==> src/rtl/hh_spike_encoder.sv <==
// Spike encoder for the linear Hodgkin-Huxley neuron: threshold/hysteresis/refractory
// detection, inter-spike-interval FIFO (first-word fall-through) and windowed firing rate.
module hh_spike_encoder #(
   parameter int ISI_WIDTH      = 8,
   parameter int FIFO_DEPTH     = 4,
   parameter int WINDOW_SAMPLES = 16
) (
   input  logic                 clock,
   input  logic                 reset,
   input  logic [7:0]           v_in,
   input  logic                 v_valid,
   input  logic [7:0]           threshold,
   input  logic [7:0]           hyst,
   input  logic [3:0]           refractory,
   output logic                 spike,
   output logic [7:0]           rate,
   output logic                 rate_valid,
   output logic [ISI_WIDTH-1:0] isi_data,
   output logic                 isi_valid,
   input  logic                 isi_ready,
   output logic                 overflow
);

   localparam int PTR_W = (FIFO_DEPTH > 1) ? $clog2(FIFO_DEPTH) : 1;
   localparam int CNT_W = $clog2(FIFO_DEPTH + 1);
   localparam int WIN_W = $clog2(WINDOW_SAMPLES + 1);
   localparam logic [ISI_WIDTH-1:0] ISI_MAX = '1;

   localparam logic [1:0] ST_BELOW   = 2'd0;
   localparam logic [1:0] ST_REFRACT = 2'd1;
   localparam logic [1:0] ST_ABOVE   = 2'd2;

   function automatic logic [7:0] sat0_sub(input logic [7:0] a, input logic [7:0] b);
      return (a > b) ? (a - b) : 8'd0;
   endfunction

   function automatic logic [ISI_WIDTH-1:0] isi_sat_inc(input logic [ISI_WIDTH-1:0] c);
      return (c == ISI_MAX) ? c : c + ISI_WIDTH'(1);
   endfunction

   function automatic logic [7:0] cnt8_sat_inc(input logic [7:0] c);
      return (c == 8'hFF) ? c : c + 8'd1;
   endfunction

   logic [1:0]           state_q, state_d;
   logic [3:0]           rcnt_q, rcnt_d;
   logic                 spike_q, spike_d;
   logic [ISI_WIDTH-1:0] isi_cnt_q, isi_cnt_d;
   logic                 have_prev_q, have_prev_d;
   logic [ISI_WIDTH-1:0] mem_q [FIFO_DEPTH];
   logic [PTR_W-1:0]     wptr_q, wptr_d;
   logic [PTR_W-1:0]     rptr_q, rptr_d;
   logic [CNT_W-1:0]     fcnt_q, fcnt_d;
   logic                 overflow_q, overflow_d;
   logic [WIN_W-1:0]     wcnt_q, wcnt_d;
   logic [7:0]           scnt_q, scnt_d;
   logic [7:0]           rate_q, rate_d;
   logic                 rate_valid_q, rate_valid_d;

   logic [7:0]           rearm;
   logic                 spike_det;
   logic                 push;
   logic [ISI_WIDTH-1:0] push_val;
   logic                 fifo_empty, fifo_full, pop, wr_en;
   logic [7:0]           scnt_inc;

   assign rearm = sat0_sub(threshold, hyst);

   // Detector: only BELOW evaluates the threshold; REFRACT ignores samples entirely.
   always_comb begin
      state_d   = state_q;
      rcnt_d    = rcnt_q;
      spike_det = 1'b0;
      if (v_valid) begin
         case (state_q)
            ST_BELOW: begin
               if (v_in >= threshold) begin
                  spike_det = 1'b1;
                  if (refractory != 4'd0) begin
                     state_d = ST_REFRACT;
                     rcnt_d  = refractory;
                  end else begin
                     state_d = ST_ABOVE;
                  end
               end
            end
            ST_REFRACT: begin
               rcnt_d = rcnt_q - 4'd1;
               if (rcnt_q <= 4'd1) begin
                  rcnt_d  = 4'd0;
                  state_d = ST_ABOVE;
               end
            end
            ST_ABOVE: begin
               if (v_in < rearm) state_d = ST_BELOW;
            end
            default: state_d = ST_BELOW;
         endcase
      end
   end

   always_comb begin
      spike_d     = v_valid && spike_det;
      isi_cnt_d   = isi_cnt_q;
      have_prev_d = have_prev_q;
      push        = 1'b0;
      push_val    = isi_sat_inc(isi_cnt_q);
      if (v_valid) begin
         if (spike_det) begin
            isi_cnt_d   = '0;
            have_prev_d = 1'b1;
            push        = have_prev_q;
         end else begin
            isi_cnt_d = isi_sat_inc(isi_cnt_q);
         end
      end
   end

   // A pop frees the slot in the same cycle, so push-at-full with pop is lossless.
   assign fifo_empty = (fcnt_q == '0);
   assign fifo_full  = (fcnt_q == CNT_W'(FIFO_DEPTH));
   assign pop        = !fifo_empty && isi_ready;
   assign wr_en      = push && (!fifo_full || pop);

   always_comb begin
      wptr_d     = wptr_q;
      rptr_d     = rptr_q;
      fcnt_d     = fcnt_q;
      overflow_d = overflow_q;
      if (wr_en) wptr_d = wptr_q + PTR_W'(1);
      if (pop)   rptr_d = rptr_q + PTR_W'(1);
      if (wr_en && !pop)      fcnt_d = fcnt_q + CNT_W'(1);
      else if (pop && !wr_en) fcnt_d = fcnt_q - CNT_W'(1);
      if (push && !wr_en) overflow_d = 1'b1;
   end

   always_comb begin
      wcnt_d       = wcnt_q;
      scnt_d       = scnt_q;
      rate_d       = rate_q;
      rate_valid_d = 1'b0;
      scnt_inc     = spike_det ? cnt8_sat_inc(scnt_q) : scnt_q;
      if (v_valid) begin
         if (wcnt_q == WIN_W'(WINDOW_SAMPLES - 1)) begin
            rate_d       = scnt_inc;
            rate_valid_d = 1'b1;
            wcnt_d       = '0;
            scnt_d       = 8'd0;
         end else begin
            wcnt_d = wcnt_q + WIN_W'(1);
            scnt_d = scnt_inc;
         end
      end
   end

   always_ff @(posedge clock) begin
      if (reset) begin
         state_q      <= ST_BELOW;
         rcnt_q       <= 4'd0;
         spike_q      <= 1'b0;
         isi_cnt_q    <= '0;
         have_prev_q  <= 1'b0;
         wptr_q       <= '0;
         rptr_q       <= '0;
         fcnt_q       <= '0;
         overflow_q   <= 1'b0;
         wcnt_q       <= '0;
         scnt_q       <= 8'd0;
         rate_q       <= 8'd0;
         rate_valid_q <= 1'b0;
      end else begin
         state_q      <= state_d;
         rcnt_q       <= rcnt_d;
         spike_q      <= spike_d;
         isi_cnt_q    <= isi_cnt_d;
         have_prev_q  <= have_prev_d;
         wptr_q       <= wptr_d;
         rptr_q       <= rptr_d;
         fcnt_q       <= fcnt_d;
         overflow_q   <= overflow_d;
         wcnt_q       <= wcnt_d;
         scnt_q       <= scnt_d;
         rate_q       <= rate_d;
         rate_valid_q <= rate_valid_d;
      end
   end

   // Storage needs no reset: the occupancy count gates what is visible.
   always_ff @(posedge clock) begin
      if (!reset && wr_en) mem_q[wptr_q] <= push_val;
   end

   assign spike      = spike_q;
   assign rate       = rate_q;
   assign rate_valid = rate_valid_q;
   assign isi_valid  = !fifo_empty;
   assign isi_data   = fifo_empty ? '0 : mem_q[rptr_q];
   assign overflow   = overflow_q;

endmodule

==> config.mk <==
export PLATFORM = sky130hd
export DESIGN_NAME = hh_spike_encoder
export DESIGN_NICKNAME = d
export VERILOG_FILES = /design/src/rtl/hh_spike_encoder.sv
export SDC_FILE = /design/constraint.sdc
export NUM_CORES = 1
export LEC_CHECK = 0
export CORE_MARGIN = 2
export CORE_UTILIZATION = 50
export CTS_BUF_LIST = sky130_fd_sc_hd__clkbuf_16
export CTS_CLUSTER_SIZE = 40
export DETAILED_ROUTE_END_ITERATION = 8
export PLACE_DENSITY = 0.71
export SYNTH_ARGS = -nofsm -noshare
export SYNTH_HDL_FRONTEND = slang
export SYNTH_SLANG_ARGS = --single-unit
==> constraint.sdc <==
create_clock -name clock -period 8.5 [get_ports clock]
set_input_delay 1.275 -clock clock [delete_from_list [all_inputs] [get_ports clock]]
set_output_delay 1.275 -clock clock [all_outputs]
set_load 0.005 [all_outputs]
; ---- Word level (Yosys, flattened, before mapping)
; Memory sizes are Yosys's and may differ from the RTL's. A register that Yosys moved wholly into a read port is not among the register bits.
; Index checks and enable logic that the tools add are counted.
[totals]
word_cells = 90
in_bits = 32
out_inout_bits = 20
reg_bits = 46
mem_count = 1
ramBits = 32
[classes]
mux = 29
reduce_logical = 23
bitwise_logic = 1
add_sub_neg = 9
n_eq_ne = 10
n_lt_le_gt_ge = 4
[memory_table]
columns = name, words, width, rd, rd_ports_with_merged_regs, write_ports, line
row1 = mem_q, 4, 8, 1, 1, 1, 50  ; logic [ISI_WIDTH-1:0] mem_q [FIFO_DEPTH];
[op_table]
columns = operator, n
row1 = $mux 8, 7
row2 = $add 8x1->8 const B, 2
row3 = $eq 8x8->1 const B, 2
row4 = $mux 2, 6
row5 = $mux 4, 3
row6 = $ge 8x8->1, 1
row7 = $gt 8x8->1, 1
row8 = $lt 8x8->1, 1
row9 = $mux 1, 8
row10 = $ne 2x2->1 const B, 4
row11 = $pmux 4 s2, 1
row12 = $reduce_and 4->1, 2
row13 = $sub 8x8->8, 1
row14 = $logic_and 1x1->1, 7
row15 = $mux 3, 2
row16 = $pmux 2 s3, 1
row17 = $add 5x1->5 const B, 1
row18 = $eq 5x4->1 const B, 1
row19 = $logic_not 1->1, 5
row20 = $mux 5, 1
row21 = $add 2x1->2 const B, 2
row22 = $le 4x1->1 const B, 1
row23 = $reduce_and 2->1, 2
row24 = $reduce_bool 2->1, 2
row25 = 12 further kinds, 12

; ---- Logic depth before layout (Yosys ltp)
[depth]
word_depth = 11
depth_mapped = 14

; ---- Worst setup path after synthesis
; No wires, ideal clock.
[synth_path]
path_kind = in2reg
from = in threshold[0]
to = reg state_q[1]
arrival_ns = 3.884
path_slack_ns = 4.541
required_time_ns = 8.426
n_path_buf = 0
path_stages = 12
setup_ns = 0.074
cell_sequence = inv_1 ha_1 fa_1 nand2b_1 a211oi_1 nor3_1 or3_1 ha_1 or4b_1 a311oi_1 o311ai_0 a31oi_1
[synth_between]
elab_chain_cells = 5
[synth_lines]
columns = element, line
row1 = start: declaration, 12  ; input logic [7:0] threshold,
row2 = $sub 8x8->8 or $gt 8x8->1 (tied branches), 34  ; return (a > b) ? (a - b) : 8'd0;
row3 = $mux 8, 34
row4 = $lt 8x8->1, 95  ; if (v_in < rearm) state_d = ST_BELOW;
row5 = $ne 2x2->1 (no source line), n/a
row6 = $reduce_and 4->1 (no source line) (*), n/a
row7 = end signal: assignment, 172  ; state_q <= state_d;
row8 = end: declaration, 45  ; logic [1:0] state_q, state_d;
; Every way passes the cells marked *; elsewhere a longest branch is shown, timed or not.
; A chain may end at the register's enable or synchronous reset.

; ---- Worst setup path after layout
; Same ends and word-level chain as after synthesis.

==> qor.txt <==
dominant cell type by area after synthesis = dfxtp_1
Worst Tran Pin Value = 0.9572 ns
Num CTS Buffers = 9
Tot Pwr = 1.101 mW
first drt pass iteration count = 5
HPWL Detailed = 6.828 mm
Clock Power Share = 35.3%
Tot GR Track Use = 19.65%
Min-Delay Startpoint = rate[3]
global placer's final weighted congestion = 0.8372
max cap viols = 0
total number of yosys warnings = 0
htree depth = 3
maximum fanout along the worst path = 3
layout cells sized above 1 = 8.283%
wire per inst = 15.10 um
vias per cell = 5.750
clock-pin slew on the worst setup and hold paths = 0.06 ns
CP required = 8.76 ns
clk_lat worst skew = 0.34 ns
worst vdd ir = 0.1423 mV
row cnt = 34
type of the worst setup path = in2reg
Sink Count = 80
Syn Std Cell Area = 4428 um^2
grt ovf = 0
Clock Root Buffer = clkbuf_16
leak pwr = 1.962 nW
Hold WC Path Type = reg2reg
post-route ant nets = 0
startpoint types = input port
CP endpoint kind = register
Setup Skew = 0.005922 ns
PwrDens = 206.7 nW/um^2
final wirelength = 9.103 mm
crit share post-route = 50.88%
Core Area = 8636 um^2
Place WS = 3.808 ns
CP most frequent cell = ha_1
master of the slowest instance on the critical path = clkdlybuf4s50_1
IO Count = 52
sequential fraction of design power = 40.4%
final hold vios = 0
cell area after layout = 5325 um^2
vias in the first global route = 3,410
diode count = 0
NumNets Final = 557
RSZ-0062 raised after global routing = no
Synth async-reset ratio = 0%
CTS resizes = 0
Seq cells post-synth = 80
NetSw = 0.3031 mW
PnR worst setup slack = 4.175 ns
setup bufs post-CTS = 0
PortBufs = 51
placed inst area = 5024 um^2
internal power = 0.7976 mW
Syn Nets = 508
crit-path leading delay family = simple AND/OR/NAND/NOR gates
Syn Area/Cell = 10.04 um^2
Most used DFF post-synth = dfxtp_1
Netlist cell types = 61
worst hold margin = 0.4854 ns
Area Overhead vs Synth = 20.26%
Critical path buffers and inverters = 2
most frequent cells in the layout = clkdlybuf4s50_1 (51), dfxtp_1 (48), nor2_1 (43)
global-route wire length before repair = 15.48 mm
maximum root-to-sink buffer count = 2
Util after Layout = 61.66%
Tmin final = 4.325 ns
largest net degree at the start of global routing = 47
status = finished, final reports clean
number of flops mapped to enable cells by yosys = 32
Die Ht = 98.11 um
dominant cells by area after synthesis = dfxtp_1 (22%), edfxtp_1 (22%), ha_1 (9.3%)
CP max stage delay = 0.48 ns
post-synth top area share = 21.70%
Die Wd = 98.11 um
number of cells after detailed placement = 587
switching part of the total = 27.54%
initial antenna violation count = 0
register area share after synthesis = 43.40%
Cell Count, Final, Fillers Out = 603
Setup violations, final = 0
Critical Path Source = threshold[0]
Worst EP arrival = 4.59 ns
area of the die = 9625 um^2
DRC Markers = 0
Crit Reg-Reg Startpoint = fcnt_q[0]
setup TNS = 0 ns
fmax = 231.2 MHz
Cells after Synth = 441
Starting DRT DRC Count = 134
Max-slew headroom = 35.35%
combinational power share = 24.3%
CTS tree = built
Vias = 3,467
commonest non-fill, non-tap cell in the layout = clkdlybuf4s50_1
Slew Viols, Final = 0
initial core utilization = 51.27%
worst-path cell chain = clkdlybuf4s50_1 -> inv_1 -> ha_1 -> fa_1 -> nand2b_1 -> a211oi_1 -> nor3_1 -> or3_1 -> ha_1 -> or4b_1 -> a311oi_1 -> o311ai_0 -> a31oi_1
Hold Buf Count CTS = 0
## power by group through the flow
stage                     logic [mW]  registers (mW)  clock network, mW
after global placement         0.260           0.453                  0
after floorplan                0.181           0.437                  0
after detailed placement       0.269           0.454                  0
final                          0.267           0.445              0.388
after CTS                      0.270           0.446              0.395
after global routing           0.297           0.450              0.410
## routing by layer
layer | share of wire [%] | GRT usage [%]
met2 | 50 | 34.62
met1 | 45 | 24.32
met3 | 3.5 | 4.581
met5 | 0 | 0
met4 | 1.7 | 5.021
## synthesized netlist by cell type, drive strengths merged (3+ instances only)
cell type / n
dfxtp: 48
mux4: 8
edfxtp: 32
inv: 28
and2: 12
clkbuf: 10
a311oi: 4
nor3b: 3
nand4: 12
nand2: 29
nand3: 21
xnor2: 8
a21oi: 21
nand2b: 7
and3: 3
nor2: 43
a211oi: 15
ha: 33
o21a: 5
xor2: 9
mux2i: 5
a31oi: 12
o21ai: 16
or3: 6
nor3: 8
o211ai: 4
buf: 4
nor2b: 5
## tightest hold or removal path, cell delays in order (launching register included)
cell and delay (ns):
dfxtp_1 0.33, nand2_1 0.05, o211ai_1 0.07
## logic make-up after synthesis
| family | after synthesis | synth area share (%) |
|---|---|---|
| AOI/OAI and AO/OA | 93 | 15.40 |
| xor gates and xnor gates | 17 | 3.363 |
| adders and majority gates | 35 | 10.23 |
| buffers and inverters | 42 | 3.673 |
| DFF | 80 | 43.40 |
| muxes | 15 | 5.708 |
| and+or+nand+nor | 159 | 18.23 |
## state kept, by name, summed over array words and instances (netlist names), 2 cells and up, named ones only
register / cells
fcnt_q: 3
isi_cnt_q: 8
mem_q: 32
rate: 8
rcnt_q: 4
rptr_q: 2
scnt_q: 8
state_q: 2
wcnt_q: 5
wptr_q: 2
## cell type report
type / count / area [um^2]
Clock inverter: 7 / 76.32
Multi-Input combinational cell: 319 / 2344
Fill cell: 741 / 3311
Inverter: 28 / 105.1
Tap cell: 108 / 135.1
Sequential cell: 80 / 1922
Timing Repair Buffer: 52 / 518.0
Clock buffer: 9 / 225.2
## worst paths after layout
kind / end / slack [ns] / cells past startpoint
hold reg to reg: rate[3] / 0.49 / 2
setup / recovery: state_q[1] / 4.17 / 13
hold / removal: rate[3] / 0.49 / 2
setup reg to reg: fcnt_q[2] / 6.10 / 8
Note: power is estimated with default switching activity, not from simulation.
